**config.mk**
```make
export PLATFORM = sky130hd
export DESIGN_NAME = mem_access_ctrl
export DESIGN_NICKNAME = d
export VERILOG_FILES = /design/src/rtl/mem_access_ctrl.sv
export SDC_FILE = /design/constraint.sdc
export NUM_CORES = 1
export LEC_CHECK = 0
export BUFFER_PORTS_ARGS = -buffer_cell sky130_fd_sc_hd__buf_2
export CORE_UTILIZATION = 43
export CTS_BUF_LIST = sky130_fd_sc_hd__clkbuf_16
export DETAILED_ROUTE_END_ITERATION = 6
export GPL_TIMING_DRIVEN = 0
export PLACE_DENSITY = 0.75
export SLEW_MARGIN = 20
export SYNTH_ARGS = -nofsm -noshare
export SYNTH_HDL_FRONTEND = slang
export SYNTH_SLANG_ARGS = --single-unit
```
**constraint.sdc**
```tcl
create_clock -name clk -period 1.7 [get_ports clk]
set_input_delay 0.51 -clock clk [delete_from_list [all_inputs] [get_ports clk]]
set_output_delay 0.51 -clock clk [all_outputs]
set_load 0.01 [all_outputs]
```
**src/rtl/mem_access_ctrl.sv**
```systemverilog
// mem_access_ctrl
//   Sequences every access on the single shared memory bus. Instruction
//   fetches use the PC and data loads/stores use the ALU address; addr_sel
//   drives the addr_mux2 select (0 = PC, 1 = data address). The block runs the
//   mem_req/mem_ready handshake with a wait-state timeout and captures read
//   data into the instruction and load registers.
//
// Ports
//   clk, rst_n            clock, synchronous active-low reset
//   fetch_req             pulse: fetch at the current PC
//   ls_req, ls_write      pulse: data access (ls_write 1 = store, 0 = load)
//   ls_wdata              store data, sampled with ls_req
//   mem_ready, mem_rdata  memory completion and read data
//   addr_sel              address mux select
//   mem_req, mem_we       access in progress, store strobe
//   mem_wdata             latched store data
//   instr, instr_valid    last fetched instruction, one-cycle update pulse
//   load_data, ls_done    last load data, one-cycle load/store done pulse
//   bus_error             one-cycle pulse on timeout abort
//   busy                  controller is not idle
module mem_access_ctrl #(
    parameter int ADDRESS_BUS_WIDTH = 16,
    parameter int DATA_BUS_WIDTH    = 16,
    parameter int MAX_WAIT          = 15
) (
    input  logic                      clk,
    input  logic                      rst_n,
    input  logic                      fetch_req,
    input  logic                      ls_req,
    input  logic                      ls_write,
    input  logic [DATA_BUS_WIDTH-1:0] ls_wdata,
    input  logic                      mem_ready,
    input  logic [DATA_BUS_WIDTH-1:0] mem_rdata,
    output logic                      addr_sel,
    output logic                      mem_req,
    output logic                      mem_we,
    output logic [DATA_BUS_WIDTH-1:0] mem_wdata,
    output logic [DATA_BUS_WIDTH-1:0] instr,
    output logic                      instr_valid,
    output logic [DATA_BUS_WIDTH-1:0] load_data,
    output logic                      ls_done,
    output logic                      bus_error,
    output logic                      busy
);

    // The address itself is muxed outside; the width is only sanity-checked.
    if (ADDRESS_BUS_WIDTH < 1 || DATA_BUS_WIDTH < 1 || MAX_WAIT < 0) begin : g_param_chk
        $error("mem_access_ctrl: bad parameter value");
    end

    localparam int WCW = (MAX_WAIT > 0) ? $clog2(MAX_WAIT + 1) : 1;
    // wait_cnt holds the number of earlier low-ready cycles, so reaching
    // MAX_WAIT-1 with ready still low means this is access cycle MAX_WAIT.
    localparam logic [WCW-1:0] WAIT_LAST = WCW'((MAX_WAIT > 0) ? MAX_WAIT - 1 : 0);

    typedef enum logic [1:0] {IDLE, IFETCH, DACCESS} state_t;

    state_t         state;
    logic           fetch_pend;
    logic [WCW-1:0] wait_cnt;
    logic           timeout;

    assign timeout = (MAX_WAIT != 0) && (wait_cnt == WAIT_LAST);

    always_ff @(posedge clk) begin
        if (!rst_n) begin
            state       <= IDLE;
            fetch_pend  <= 1'b0;
            wait_cnt    <= '0;
            addr_sel    <= 1'b0;
            mem_req     <= 1'b0;
            mem_we      <= 1'b0;
            mem_wdata   <= '0;
            instr       <= '0;
            instr_valid <= 1'b0;
            load_data   <= '0;
            ls_done     <= 1'b0;
            bus_error   <= 1'b0;
            busy        <= 1'b0;
        end else begin
            instr_valid <= 1'b0;
            ls_done     <= 1'b0;
            bus_error   <= 1'b0;
            case (state)
                IDLE: begin
                    // A pending fetch owns this IDLE cycle; new requests are dropped.
                    if (fetch_pend) begin
                        state      <= IFETCH;
                        fetch_pend <= 1'b0;
                        wait_cnt   <= '0;
                        mem_req    <= 1'b1;
                        addr_sel   <= 1'b0;
                        mem_we     <= 1'b0;
                        busy       <= 1'b1;
                    end else if (ls_req) begin
                        // Data access wins; a simultaneous fetch is remembered.
                        state      <= DACCESS;
                        fetch_pend <= fetch_req;
                        wait_cnt   <= '0;
                        mem_req    <= 1'b1;
                        addr_sel   <= 1'b1;
                        mem_we     <= ls_write;
                        mem_wdata  <= ls_wdata;
                        busy       <= 1'b1;
                    end else if (fetch_req) begin
                        state    <= IFETCH;
                        wait_cnt <= '0;
                        mem_req  <= 1'b1;
                        addr_sel <= 1'b0;
                        mem_we   <= 1'b0;
                        busy     <= 1'b1;
                    end
                end
                IFETCH, DACCESS: begin
                    if (mem_ready || timeout) begin
                        if (!mem_ready) begin
                            bus_error <= 1'b1;
                        end else if (state == IFETCH) begin
                            instr       <= mem_rdata;
                            instr_valid <= 1'b1;
                        end else begin
                            if (!mem_we) load_data <= mem_rdata;
                            ls_done <= 1'b1;
                        end
                        state    <= IDLE;
                        mem_req  <= 1'b0;
                        mem_we   <= 1'b0;
                        addr_sel <= 1'b0;
                        busy     <= 1'b0;
                    end else begin
                        wait_cnt <= wait_cnt + 1'b1;
                    end
                end
                default: begin
                    state    <= IDLE;
                    mem_req  <= 1'b0;
                    mem_we   <= 1'b0;
                    addr_sel <= 1'b0;
                    busy     <= 1'b0;
                end
            endcase
        end
    end

endmodule
```
==> results of run 1 <==
[per-stage QoR]
| step | hold WS (ns) | TNS (ns) | setup slack (ns) | instances |
|---|---|---|---|---|
| after floorplan | 0.462 | -1.04 | -0.0982 | 282 |
| after global placement | 0.436 | -3.76 | -0.177 | 442 |
| after detailed placement | 0.444 | -4.96 | -0.247 | 442 |
| after CTS | 0.423 | -0.306 | -0.0409 | 461 |
| after global routing | 0.431 | -1.13 | -0.0933 | 459 |
| final | 0.437 | -0.304 | -0.0504 | 459 |
[power breakdown]
group	switching [uW]	internal (uW)	leakage (uW)	total (uW)
registers	76.4	1530	0.000489	1600
clock network	563	1100	0.000137	1660
logic	465	385	0.000825	849
[registers in the layout (all words and copies together) (netlist names)]
register,count
instr_valid,1
state,1
fetch_pend,1
addr_sel,1
bus_error,1
busy,1
instr,16
ls_done,1
mem_we,1
wait_cnt,4
mem_wdata,16
load_data,16
[worst max path at each step]
stage	startpoint	endpoint	slack (ns)	depth (start not counted)
after detailed placement	state[0]	load_data[12]	-0.25	8
after CTS	addr_sel	load_data[6]	-0.04	8
final	addr_sel	load_data[12]	-0.05	7
after floorplan	addr_sel	load_data[10]	-0.1	9
after global placement	state[0]	load_data[5]	-0.18	8
after global routing	addr_sel	load_data[14]	-0.09	7
[routing by layer]
metal | vias to the layer above | routed length [um]
li1 | 1129 | -
met1 | 1010 | 2570
met2 | 87 | 2750
met3 | 2 | 319
met4 | 0 | 40
met5 | - | 0
[Yosys cell counts (all sizes together)]
cell type / number
a211o: 1
a21oi: 52
a31oi: 1
and2: 2
and3: 1
buf: 6
clkbuf: 12
clkinv: 1
dfxtp: 60
ha: 4
inv: 5
nand2: 109
nand2b: 2
nand3: 7
nand4: 1
nor2: 2
nor2b: 1
nor3: 2
nor3b: 1
nor4b: 2
o21ai: 4
o21bai: 1
o22ai: 2
o31ai: 1
or4: 1
or4b: 1
[cells by family after synthesis]
| family | count (synthesis) | share of synthesized area [%] |
|---|---|---|
| AO/OA/AOI/OAI | 62 | 14.3 |
| flip-flops | 60 | 53.2 |
| adder cells (fa/ha/maj) | 4 | 2.21 |
| AND/OR/NAND/NOR | 132 | 25.6 |
| buffers and inverters | 24 | 4.76 |
[cell type report]
| type | instances | area (um^2) |
|---|---|---|
| buffer | 13 | 72.6 |
| clock buffer | 9 | 225 |
| clock inverter | 5 | 46.3 |
| fill | 444 | 1780 |
| inverter | 6 | 25.0 |
| multi-input combinational | 198 | 1090 |
| sequential | 60 | 1200 |
| tap | 70 | 87.6 |
| timing repair buffer | 98 | 541 |
[what timing repair did]
action | CTS | global route
buffers inserted | 7 | 0
endpoints found under the setup margin | 19 | 38
cloned | 0 | 1
resized for setup | 13 | 28
pin swaps | 14 | 9
[critical path, delay by kind of cell (launching register included)]
family,cells,cell delay [ns]
flops,1,0.33
fa+ha+maj,1,0.30
simple gates,2,0.63
compound gates,1,0.05
buf+inv,3,0.29
==> flow_metrics.py, run 1 <==
metrics = {
    "power_and_ir_drop": {
        "power_uw": 4110,
        "ir_drop_mv": 0.659,
        "p_leak_uw": 0.00145,
        "powerDensity_mw_per_mm2": 1250,
    },
    "clocking": {
        "clock-sinks": 60,
        "numCtsBuffers": 9,
        "cts-root-buf": "clkbuf_16",
        "clk_latency_ns": 0.31,
        "holdBufCountCts": 0,
        "cts-htree-levels": 3,
        "cts_tree": "built",
        "cts_max_path_buffers": 2,
        "clkTransAtPathRegs_ns": 0.05,
    },
    "sta": {
        "period_share_pct": 103,
        "finalSetupViolCount": 17,
        "hold_viol_final": 0,
        "worstMarginPinSlew_ns": 0.715,
        "fin_ws_ns": -0.0504,
        "final_max_slew_viol_count": 0,
        "clock_skew_ns": 0.00604,
        "period_needed_ns": 1.75,
        "max_freq_mhz": 571,
        "slew_headroom_pct": 52.3,
        "rsz0062_at_grt": "yes",
    },
    "outcome": {
        "violations": "negative setup slack",
        "outcome": "finished, violations left",
    },
    "global_routing": {
        "use_met3_pct": 4.47,
        "grt_pass1_vias": 1897,
        "globalRouteMet1Util_pct": 25.9,
        "grt_overflow": 0,
        "grt_util_met2_pct": 33.5,
        "grt_pass1_wl_mm": 8.58,
        "grt.busiest_layer": "met2",
        "grt_max_degree": 18,
        "grtUsageTotal_pct": 20.7,
        "grt_antenna_before_repair": 0,
    },
    "place": {
        "io_buffers": 90,
        "placed_area_mm2": 0.00283,
        "gp_congestion": 0.765,
        "hpwl_mm": 3.82,
    },
    "layout": {
        "layout_commonest_cell": "nand2_1",
        "layout_common_cells": "nand2_1, buf_2, dfxtp_1",
        "syn2layout_area_growth_pct": 45.7,
        "insertedDiodeCount": 0,
        "fin_area_mm2": 0.00329,
        "drive_gt1_share_pct": 38.3,
        "post-route-util_pct": 64.9,
        "final_nets": 428,
    },
    "yosys": {
        "syn_area_mm2": 0.00226,
        "yosysTopAreaCell": "dfxtp_1",
        "syn_inst": 282,
        "yosys_warnings": 0,
        "synthesis.nets": 324,
        "avgSynthCellArea_um2": 8.01,
        "ys_ff_latch": 60,
        "synth_top_area_share_pct": 53.2,
        "netlist_top_cells_area": "dfxtp_1, nand2_1, a21oi_1, ha_1, nor4b_4",
        "seq_area_frac_synth_pct": 53.2,
        "synthDistinctLibCells": 29,
    },
    "worst_setup_path": {
        "reg2reg_to": "load_data[12]",
        "timing.critical_path.from_type": "flip-flop",
        "crit_path_end_kind": "flip-flop",
        "worstPathMaxFanout": 6,
        "cp_slowest_cell": "or4b_4",
        "crit_arrival_ns": 1.91,
        "r2r_cells": 7,
        "cpPeakStageDelay_ns": 0.57,
        "r2r_start": "addr_sel",
        "path_class": "reg2reg",
        "worstPathRequired_ns": 1.86,
        "crit_path_cell_trace": "inv_2 -> ha_4 -> inv_4 -> or4b_4 -> clkbuf_16 -> nand2_2 -> a21oi_2",
        "rrSetupSlack_ns": -0.05,
    },
    "routing": {
        "wl_mm": 5.68,
        "drt_iter0_markers": 78,
        "wl_per_cell_um": 12.4,
        "vias_per_cell": 4.85,
        "dr.pass1.iters": 4,
        "vias": 2228,
        "drc": 0,
        "ant_nets": 0,
    },
    "worst_hold_path": {
        "hold_start": "ls_wdata[0]",
        "hold_end": "mem_wdata[0]",
        "min_path_cells": 3,
        "hold_path_class": "in2reg",
    },
    "die": {
        "fp.dieH_um": 74.5,
        "dieArea_mm2": 0.00555,
        "initial_core_util_pct": 44.5,
        "rows": 26,
        "core_area_mm2": 0.00507,
        "io_pins": 93,
        "die_x_um": 74.5,
    },
    "job": {
        "drv_cap": 0,
    },
}
Note: power is estimated with default switching activity, not from simulation.
==> inputs of run 2 (changes only) <==
- CELL_PAD_IN_SITES_DETAIL_PLACEMENT: not set -> 1
- CELL_PAD_IN_SITES_GLOBAL_PLACEMENT: not set -> 2
- CORE_UTILIZATION: 43 -> 23
- PLACE_DENSITY: 0.75 -> 0.73
==> run 2 against run 1 <==
Effect of this change: the flow still finishes with violations (negative setup slack); non-clock buffer count fell by 1; total power rose by 0.79%; critical path depth fell by 1; worst setup slack improved by 0.047 ns; global-route usage fell by 6.5 points; sequential share of layout area fell by 0.19 points; die area rose by 84%; cell area rose by 0.53%; clock skew fell by 0.0032 ns; clock power rose by 4%; combinational power fell by 3.5%; utilization fell by 30 points.
==> flow_metrics.py, run 2 (synthesized netlist as in run 1, its figures left out) <==
metrics = {
    "worst_setup_path": {
        "rrSetupSlack_ns": -0.003,
        "timing.critical_path.from_type": "flip-flop",
        "path_class": "reg2reg",
        "crit_arrival_ns": 1.95,
        "r2r_start": "state[0]",
        "reg2reg_to": "wait_cnt[3]",
        "worstPathRequired_ns": 1.95,
        "worstPathMaxFanout": 5,
        "crit_path_end_kind": "flip-flop",
        "r2r_cells": 6,
    },
    "routing": {
        "dr.pass1.iters": 4,
        "wl_per_cell_um": 12.9,
        "vias_per_cell": 4.30,
        "ant_nets": 0,
        "drt_iter0_markers": 40,
        "wl_mm": 6.70,
        "drc": 0,
        "vias": 2231,
    },
    "global_routing": {
        "grt_pass1_wl_mm": 11.0,
        "grt_pass1_vias": 2271,
        "grt_antenna_before_repair": 0,
        "grt_overflow": 0,
        "grtUsageTotal_pct": 14.2,
        "grt_max_degree": 18,
    },
    "layout": {
        "fillers": 1171,
        "stdcell_count": 519,
        "layout_common_cells": "nand2_1, buf_2, dfxtp_1",
        "drive_gt1_share_pct": 36.2,
        "post-route-util_pct": 35.3,
        "syn2layout_area_growth_pct": 46.5,
        "final_nets": 427,
        "layout_commonest_cell": "nand2_1",
        "reg_top3": "instr: 16 flops, load_data: 16 flops, mem_wdata: 16 flops",
        "insertedDiodeCount": 0,
    },
    "die": {
        "io_pins": 93,
        "fp.dieH_um": 101,
        "die_x_um": 101,
        "core_area_mm2": 0.00937,
        "initial_core_util_pct": 24.1,
        "rows": 35,
        "dieArea_mm2": 0.0102,
    },
    "sta": {
        "finalSetupViolCount": 1,
        "final_max_slew_viol_count": 0,
        "hold_viol_final": 0,
        "clock_skew_ns": 0.00284,
        "slew_headroom_pct": 53.9,
        "fin_ws_ns": -0.00337,
        "max_freq_mhz": 587,
        "worstMarginPinSlew_ns": 0.692,
        "period_needed_ns": 1.70,
        "rsz0062_at_grt": "yes",
        "period_share_pct": 100,
    },
    "worst_hold_path": {
        "hold_start": "ls_wdata[4]",
        "hold_end": "mem_wdata[4]",
        "hold_path_class": "in2reg",
        "min_path_cells": 3,
    },
    "outcome": {
        "outcome": "finished, violations left",
        "violations": "negative setup slack",
    },
    "place": {
        "hpwl_mm": 4.91,
        "io_buffers": 90,
        "gp_congestion": 0.724,
        "dp_cells": 501,
    },
    "clocking": {
        "numCtsBuffers": 9,
        "cts-root-buf": "clkbuf_16",
        "cts_tree": "built",
        "clk_latency_ns": 0.32,
        "cts_max_path_buffers": 2,
        "cts-htree-levels": 3,
        "clock-sinks": 60,
        "clkTransAtPathRegs_ns": 0.05,
    },
    "power_and_ir_drop": {
        "p_leak_uw": 0.00144,
        "ir_drop_mv": 0.484,
        "powerDensity_mw_per_mm2": 1250,
    },
    "job": {
        "drv_cap": 0,
    },
}
run 2: cell type report:
| cell class | instances | area, um^2 | share of cell area (%) |
|---|---|---|---|
| clock inverter | 7 | 58.8 | 1.78 |
| buffer | 12 | 66.3 | 2.00 |
| inverter | 6 | 25.0 | 0.756 |
| timing repair buffer | 98 | 523 | 15.8 |
| multi-input combinational | 198 | 1050 | 31.6 |
| tap | 129 | 161 | 4.88 |
| sequential | 60 | 1200 | 36.4 |
| clock buffer | 9 | 225 | 6.81 |
run 2: worst max-delay path by stage:
stage | slack [ns] | start | depth (start not counted) | end
2_1_floorplan | -0.1 | addr_sel | 9 | load_data[10]
3_3_place_gp | -0.27 | state[0] | 8 | load_data[10]
3_5_place_dp | -0.34 | ls_req | 7 | mem_wdata[1]
4_1_cts | -0.06 | state[0] | 8 | load_data[14]
5_1_grt | -0.06 | state[0] | 6 | wait_cnt[3]
6_report | -0.003 | state[0] | 6 | wait_cnt[3]
run 2: per-stage QoR:
step           total power, uW  worst slack [ns]  hold WS [ns]  instance area (um^2)   TNS, ns
5_1_grt                   4400           -0.0581         0.430                  3310    -0.559
6_report                  4140          -0.00337         0.423                  3310  -0.00337
2_1_floorplan             2070           -0.0982         0.462                  2290     -1.04
3_3_place_gp              2350            -0.268         0.438                  2900     -8.79
3_5_place_dp              2360            -0.342         0.444                  2900    -10.58
4_1_cts                   4220           -0.0550         0.413                  3280    -0.653
run 2: repair_timing:
item | 4_1_cts | 5_1_grt
resized for setup | 16 | 11
buffers inserted | 8 | 0
pin swaps | 14 | 1
hold buffers | 0 | 0
setup endpoints to repair | 36 | 34
run 2: layer usage:
| layer | part of all wire [%] | global-route usage [%] | vias up |
|---|---|---|---|
| met5 | 0 | 0 | - |
| met4 | 1.6 | 6.02 | 0 |
| met3 | 4.7 | 3.81 | 8 |
| met2 | 47 | 24.2 | 61 |
| met1 | 47 | 16.8 | 1035 |
| li1 | - | - | 1127 |
run 2: where the power goes:
group	switching, uW	internal [uW]
clock network	618	1110
logic	457	361
registers	70.4	1530
run 2: worst max-delay path, stage by stage (launching register included):
cell,delay (ns)
dfxtp_2,0.34
inv_2,0.05
ha_4,0.16
nor4b_4,0.13
a211o_1,0.30
or4_1,0.48
a31oi_1,0.17
